$ cat config.mk
export PLATFORM = sky130hd
export DESIGN_NAME = if_fetch_unit
export DESIGN_NICKNAME = d
export VERILOG_FILES = /design/src/rtl/if_fetch_unit.sv
export SDC_FILE = /design/constraint.sdc
export NUM_CORES = 1
export LEC_CHECK = 0
export ABC_AREA = 1
export CAP_MARGIN = 20
export CORE_ASPECT_RATIO = 0.9
export CORE_MARGIN = 1
export CORE_UTILIZATION = 40
export DETAILED_ROUTE_END_ITERATION = 8
export PLACE_DENSITY = 0.64
export SLEW_MARGIN = 5
export SYNTH_ARGS = -nofsm -noshare
export SYNTH_HDL_FRONTEND = slang
export SYNTH_SLANG_ARGS = --single-unit
$ cat constraint.sdc
create_clock -name clk -period 16.3 [get_ports clk]
set_input_delay 3.26 -clock clk [delete_from_list [all_inputs] [get_ports clk]]
set_output_delay 3.26 -clock clk [all_outputs]
set_load 0.01 [all_outputs]
$ cat src/rtl/if_fetch_unit.sv
// Instruction-fetch stage: owns the PC, issues in-order requests to instruction
// memory, and buffers returned words as the producer side of the IF/ID register.
module if_fetch_unit #(
   parameter logic [31:0] RESET_PC = 32'h0000_0000,
   parameter int          DEPTH    = 2,
   parameter logic [31:0] NOP      = 32'h0000_0013
) (
   input  logic        clk,
   input  logic        rst_n,
   input  logic        stall,
   input  logic        redirect,
   input  logic [31:0] redirect_pc,
   output logic        imem_req,
   output logic [31:0] imem_addr,
   input  logic        imem_gnt,
   input  logic        imem_rvalid,
   input  logic [31:0] imem_rdata,
   output logic [31:0] pc_if,
   output logic [31:0] pc_plus_4_if,
   output logic [31:0] instr_if,
   output logic        instr_valid_if
);

   localparam int PW = (DEPTH > 1) ? $clog2(DEPTH) : 1;
   localparam int CW = $clog2(DEPTH + 1);

   // Handshake: a request transfers on a cycle with imem_req && imem_gnt; the
   // memory answers each transferred request with exactly one imem_rvalid pulse, in order.

   logic [31:0]   r_pc;
   logic [CW-1:0] r_count;
   logic [CW-1:0] r_out;
   logic [CW-1:0] r_kill;
   logic [PW-1:0] r_rd;
   logic [PW-1:0] r_wr;
   logic [PW-1:0] r_tag_rd;
   logic [PW-1:0] r_tag_wr;
   logic [31:0]   r_buf_pc  [DEPTH];
   logic [31:0]   r_buf_ins [DEPTH];
   logic [31:0]   r_tag     [DEPTH];

   logic          w_empty;
   logic          w_pop;
   logic [CW:0]   w_occ;
   logic          w_grant;
   logic          w_drop;
   logic          w_accept;
   logic          w_rvalid_live;

   function automatic logic [PW-1:0] f_inc(input logic [PW-1:0] p);
      return (p == PW'(DEPTH - 1)) ? '0 : p + PW'(1);
   endfunction

   assign w_empty       = (r_count == '0);
   assign w_pop         = !stall && !w_empty;
   assign w_occ         = {1'b0, r_count} + {1'b0, r_out} - (CW+1)'(w_pop);
   assign imem_req      = !rst_n && !redirect && (w_occ < (CW+1)'(DEPTH));
   assign imem_addr     = r_pc;
   assign w_grant       = imem_req && imem_gnt;
   assign w_drop        = imem_rvalid && (r_kill != '0);
   assign w_accept      = imem_rvalid && (r_kill == '0) && (r_out != '0);
   // A response with nothing outstanding and nothing to kill must not underflow kill.
   assign w_rvalid_live = imem_rvalid && ((r_kill != '0) || (r_out != '0));

   assign instr_valid_if = !w_empty;
   assign pc_if          = w_empty ? 32'h0 : r_buf_pc[r_rd];
   assign pc_plus_4_if   = w_empty ? 32'h0 : r_buf_pc[r_rd] + 32'd4;
   assign instr_if       = w_empty ? NOP   : r_buf_ins[r_rd];

   always_ff @(posedge clk or posedge rst_n) begin
      if (rst_n) begin
         r_pc     <= RESET_PC;
         r_count  <= '0;
         r_out    <= '0;
         r_kill   <= '0;
         r_rd     <= '0;
         r_wr     <= '0;
         r_tag_rd <= '0;
         r_tag_wr <= '0;
      end else if (redirect) begin
         r_pc     <= {redirect_pc[31:2], 2'b00};
         r_count  <= '0;
         r_out    <= '0;
         r_kill   <= r_kill + r_out - CW'(w_rvalid_live);
         r_rd     <= '0;
         r_wr     <= '0;
         r_tag_rd <= '0;
         r_tag_wr <= '0;
      end else begin
         if (w_grant) begin
            r_pc            <= r_pc + 32'd4;
            r_tag[r_tag_wr] <= r_pc;
            r_tag_wr        <= f_inc(r_tag_wr);
         end
         if (w_drop) begin
            r_kill <= r_kill - CW'(1);
         end
         if (w_accept) begin
            r_buf_pc[r_wr]  <= r_tag[r_tag_rd];
            r_buf_ins[r_wr] <= imem_rdata;
            r_wr            <= f_inc(r_wr);
            r_tag_rd        <= f_inc(r_tag_rd);
         end
         if (w_pop) begin
            r_rd <= f_inc(r_rd);
         end
         r_count <= r_count + CW'(w_accept) - CW'(w_pop);
         r_out   <= r_out + CW'(w_grant) - CW'(w_accept);
      end
   end

   always_ff @(posedge clk) begin
      if (!rst_n) begin
         assert (!(imem_rvalid && (r_out == '0) && (r_kill == '0)));
         assert (({1'b0, r_count} + {1'b0, r_out}) <= (CW+1)'(DEPTH));
         assert (r_kill <= CW'(DEPTH));
      end
   end

endmodule
Yosys cells after proc, flatten, opt, wreduce, memory -nomap -nowiden:

Memory sizes are Yosys's and may differ from the RTL's.
Index checks and enable logic that the tools add are counted.

* reduce and logical (&&, ||, !) cells: 23
* muxes and demuxes: 27
* order comparisons: 1
* add/subtract/negate cells: 15

Operators by type and width (number)
* 32-bit 2-to-1 mux: 5
* 32-bit by 3-bit adder with 32-bit output, second input constant: 2
* 1-bit 2-to-1 mux: 18
* 2-bit nonzero test: 6
* 1-bit logical AND: 10
* 2-bit 2-to-1 mux: 4
* 2-bit by 1-bit subtractor with 2-bit output: 3
* 1-bit adder, second input constant: 4
* 2-bit by 1-bit adder with 2-bit output: 2
* 1-bit logical NOT: 4
* 2-bit logical NOT: 2
* 2-bit by 2-bit adder with 3-bit output: 1
* 3-bit by 2-bit < comparator with 1-bit output, second input constant: 1
* 3-bit by 1-bit subtractor with 3-bit output: 1
* 2-bit adder: 1
* 2-bit by 1-bit subtractor with 2-bit output, second input constant: 1
* 1-bit logical OR: 1

* RAM bits: 192
* flip-flop bits (word level): 42
* memories kept: 3

Memories
* r_buf_ins: words 2, bits a word 32, rd ports 1, clocked after memory_dff 0, write ports 1, RTL line 39 `logic [31:0] r_buf_ins [DEPTH];`
* r_buf_pc: words 2, bits a word 32, rd ports 1, clocked after memory_dff 0, write ports 1, RTL line 38 `logic [31:0] r_buf_pc [DEPTH];`
* r_tag: words 2, bits a word 32, rd ports 1, clocked after memory_dff 0, write ports 1, RTL line 40 `logic [31:0] r_tag [DEPTH];`

Depth between registers and ports, before layout:

* depth after elaboration: 11
* gate-level depth with buffers: 15
* depth with buffers taken out: 13

Worst setup path after synthesis:

OpenSTA, ideal clock, no wires.

* kind: input-to-reg
* start: in rst_n
* end: mem r_buf_ins[0][0], enable pin
* arrival: 8597 ps
* data required time: 15742 ps
* slack: 7144 ps
* cell stages on the path: 3
* cell sequence: inv_1 > nand2_2 > nor3_1

* word-level cells in the longest chain between the ends: 3

Ends and longest elaborated chain
* start, declared: RTL line 9 `input logic rst_n,`
* 1-bit logical NOT
* 1-bit logical AND (not written as such): RTL line 100 `r_buf_ins[r_wr] <= imem_rdata;`
* 1-bit 2-to-1 mux (not written as such): RTL line 100
* end, declared: RTL line 39

No other way between the ends.

Worst setup path in the final report:

* start: in stall
* end: out imem_req

* word-level cells in the longest chain between the ends: 5

Ends and longest elaborated chain
* start, declared: RTL line 10 `input logic stall,`
* 1-bit logical NOT: RTL line 55 `assign w_pop = !stall && !w_empty;`
* 1-bit logical AND: RTL line 55
* 3-bit by 1-bit subtractor with 3-bit output: RTL line 56 `assign w_occ = {1'b0, r_count} + {1'b0, r_out} - (CW+1)'(w_pop);`
* 3-bit by 2-bit < comparator with 1-bit output: RTL line 57 `assign imem_req = !rst_n && !redirect && (w_occ < (CW+1)'(DEPTH));`
* 1-bit logical AND: RTL line 57
* end, declared: RTL line 13 `output logic imem_req,`

No other way between the ends.

==> flow_summary.yaml <==
cts:
  cts.reportedPaths.clkPinSlew_ns: 0.06
  cts_setup_buffers: 0
  clockBufferDepth: 3
  cts_tree: "built"
  cts_buffers: 24
  clk_latency_ns: 0.52
  cts_resized: 0
  root_buffer: "clkbuf_16"
  htree_num_levels: 1
  ctsHoldBuffers: 0
  cts.sinks: 224
cells_and_area:
  layout.nets: 1438
  drive_above_1_share_pct: 6.99
  layout_commonest_cell: "nand2_1"
  layout_common_cells: "nand2_1, clkdlybuf4s50_1, edfxtp_1"
  syn_to_final_growth_pct: 27.0
  fill_cells: 2385
placement:
  portBuffers: 191
  hpwl_um: 17500
  post-place-ws_ns: 7.45
  place.gp.congestion: 0.897
status:
  outcome: "finished, final reports clean"
sta:
  fin_ws_ns: 7.48
  period_share_pct: 54.1
  slew_headroom_pct: 32.8
  period_needed_ns: 8.82
  rsz0062_at_grt: "no"
  report.final.slew_viol_count: 0
  finalSetupViolCount: 0
  fin_skew_ns: 0.0191
  final.setup.tns_ns: 0
  tightest_slew_ns: 1.01
  fmax_mhz: 113
  hold_viol_final: 0
synthesis:
  seq_area_frac_synth_pct: 60.0
  synthArstFlopShare_pct: 17.9
  yosys.area.top_type: "edfxtp_1"
  ys_types: 39
  yosys_most_used_dff: "edfxtp_1"
  synth-edff-count: 184
  synth.avg_cell_area_um2: 9.28
  ys_warn_count: 0
  syn-instance-count: 1173
  synth_seq_cells: 224
  yosysTopAreaCellShare_pct: 50.8
  syn_area_um2: 10900
  synth.area.top_cells: "edfxtp_1, nand2_1, dfrtp_1"
grt:
  grt_util_met1_pct: 26.3
  grt.overflow.total: 0
  met3_usage_pct: 2.77
  grt_pass1_wl_um: 40000
  grt_usage_pct: 18.2
  antenna_found_initial: 0
  busiest_layer: "met2"
  grt_max_degree: 77
  use_met2_pct: 28.5
  grt_pass1_vias: 7747
detailed_routing:
  drt_wl_total_um: 25500
  via_count: 8198
  drc: 0
  first_pass_iters: 5
  post_drt_wl_per_cell_um: 14.8
  ant_nets: 0
  drt_iter0_drc: 666
  vias_per_cell: 4.76
power_and_ir_drop:
  ir_drop_v: 0.0000706
  p_leak_nw: 5.52
  power_density_nw_per_um2: 143
worst_setup_path:
  endpoint_kind: "output port"
  regToRegStartpoint: "r_count[1]$_DFF_PP0_"
  criticalPathCategory: "primary input to output port"
  cp_data_arrival_time_ns: 5.56
  start_kind: "primary input"
  cp.required_ns: 13.04
  startpoint: "stall"
  crit_fanout: 2
job:
  max_cap_violations: 0
floorplan:
  die_h_um: 158
  fp-row-count: 56
  die_w_um: 176
  die_area_um2: 27900
  start_util_pct: 41.2
  boundaryPins: 200
  core_area_um2: 26400
hold_path:
  hold_class: "flop to flop"
  hp-start: "r_tag[0][24]$_DFFE_PP_"
==> worst paths after layout <==
check / end / slack (ns) / cells past startpoint
worst min register to register: r_buf_pc[0][24]$_DFFE_PP_ / 0.53 / 2
worst min-delay path: r_buf_pc[0][24]$_DFFE_PP_ / 0.53 / 2
worst max-delay path: imem_req / 7.48 / 8
min in group asynchronous: r_kill[0]$_DFFE_PP0P_ / 3.19 / 3
worst max register to register: imem_addr[12]$_DFFE_PP0P_ / 12.25 / 14
max in group asynchronous: r_rd$_DFFE_PP0P_ / 12.71 / 3
==> worst max-delay path, cell delays in order <==
cell,delay (ns)
clkdlybuf4s50_1,0.43
nor3_1,0.33
o21ai_0,0.18
fa_1,0.40
xor2_1,0.22
nand2_1,0.07
nor2_1,0.10
clkdlybuf4s50_1,0.56
==> synthesized netlist by cell type, types with 2 or more instances <==
| cell | count |
|---|---|
| o21bai_1 | 7 |
| nor2_4 | 4 |
| buf_4 | 9 |
| a31oi_1 | 2 |
| nand3_1 | 47 |
| nand4_1 | 20 |
| nor2_2 | 9 |
| nand2_2 | 21 |
| nand2_1 | 420 |
| buf_2 | 5 |
| o221ai_1 | 2 |
| inv_1 | 103 |
| buf_1 | 4 |
| o21ai_0 | 28 |
| xor2_1 | 19 |
| o211ai_1 | 7 |
| edfxtp_1 | 184 |
| ha_1 | 10 |
| nor2_1 | 112 |
| xnor2_1 | 7 |
| inv_2 | 8 |
| buf_6 | 5 |
| dfrtp_1 | 40 |
| nand3b_1 | 4 |
| nor3_1 | 13 |
| nand3_2 | 3 |
| a21oi_1 | 47 |
| clkinv_1 | 2 |
| clkbuf_1 | 21 |
==> per-layer routing <==
| layer | routed length [um] | vias up |
|---|---|---|
| met5 | 0 | - |
| met4 | 529 | 0 |
| met3 | 1430 | 30 |
| met2 | 11100 | 231 |
| met1 | 12400 | 3745 |
| li1 | - | 4192 |
==> registers in the layout, indices dropped and copies added, names as in the netlist <==
register   count
imem_addr     30
r_buf_ins     64
r_buf_pc      60
r_count        2
r_kill         2
r_out          2
r_rd           1
r_tag         60
r_tag_rd       1
r_tag_wr       1
r_wr           1
==> power by group <==
part | leakage [nW] | switching, mW | internal (mW)
Sequential | 2.15 | 0.0686 | 0.697
Combinational | 3.00 | 0.403 | 0.300
Clock | 0.365 | 0.210 | 0.299
Total | 5.52 | 0.682 | 1.30
==> cells by family after synthesis <==
logic type               after synthesis  synth area share (%)
other                                  1                0.0345
AO/OA/AOI/OAI                         95                  4.82
XOR/XNOR                              26                  2.09
buffers and inverters                159                  6.37
flip-flops                           224                  60.0
adder cells (fa/ha/maj)               11                  1.33
AND/OR/NAND/NOR                      657                  25.4
==> metrics by stage <==
step                      cells  total power, mW  util (%)  area (um^2)  hold slack (ns)
after floorplan            1178             1.16         -        10900            0.504
after global placement     1679             1.48      49.5        13100            0.514
after detailed placement   1679             1.49      49.5        13100            0.515
after CTS                  1721             2.00      52.3        13800            0.531
after global routing       1721             2.10      52.3        13800            0.558
final                      1722             1.98      52.3        13800            0.534
==> area by class of cell <==
cell class	instances	area (um^2)	share of cell area [%]
flip-flops and latches	224	6530	47.2
multi-input cells	795	3710	26.9
repair buffers	198	1960	14.2
clock buffers	31	658	4.76
inverters	114	435	3.15
well taps	348	435	3.15
clock inverters	11	78.8	0.570
diodes	1	2.50	0.0181
No activity file was read; power rests on OpenSTA's default activity.
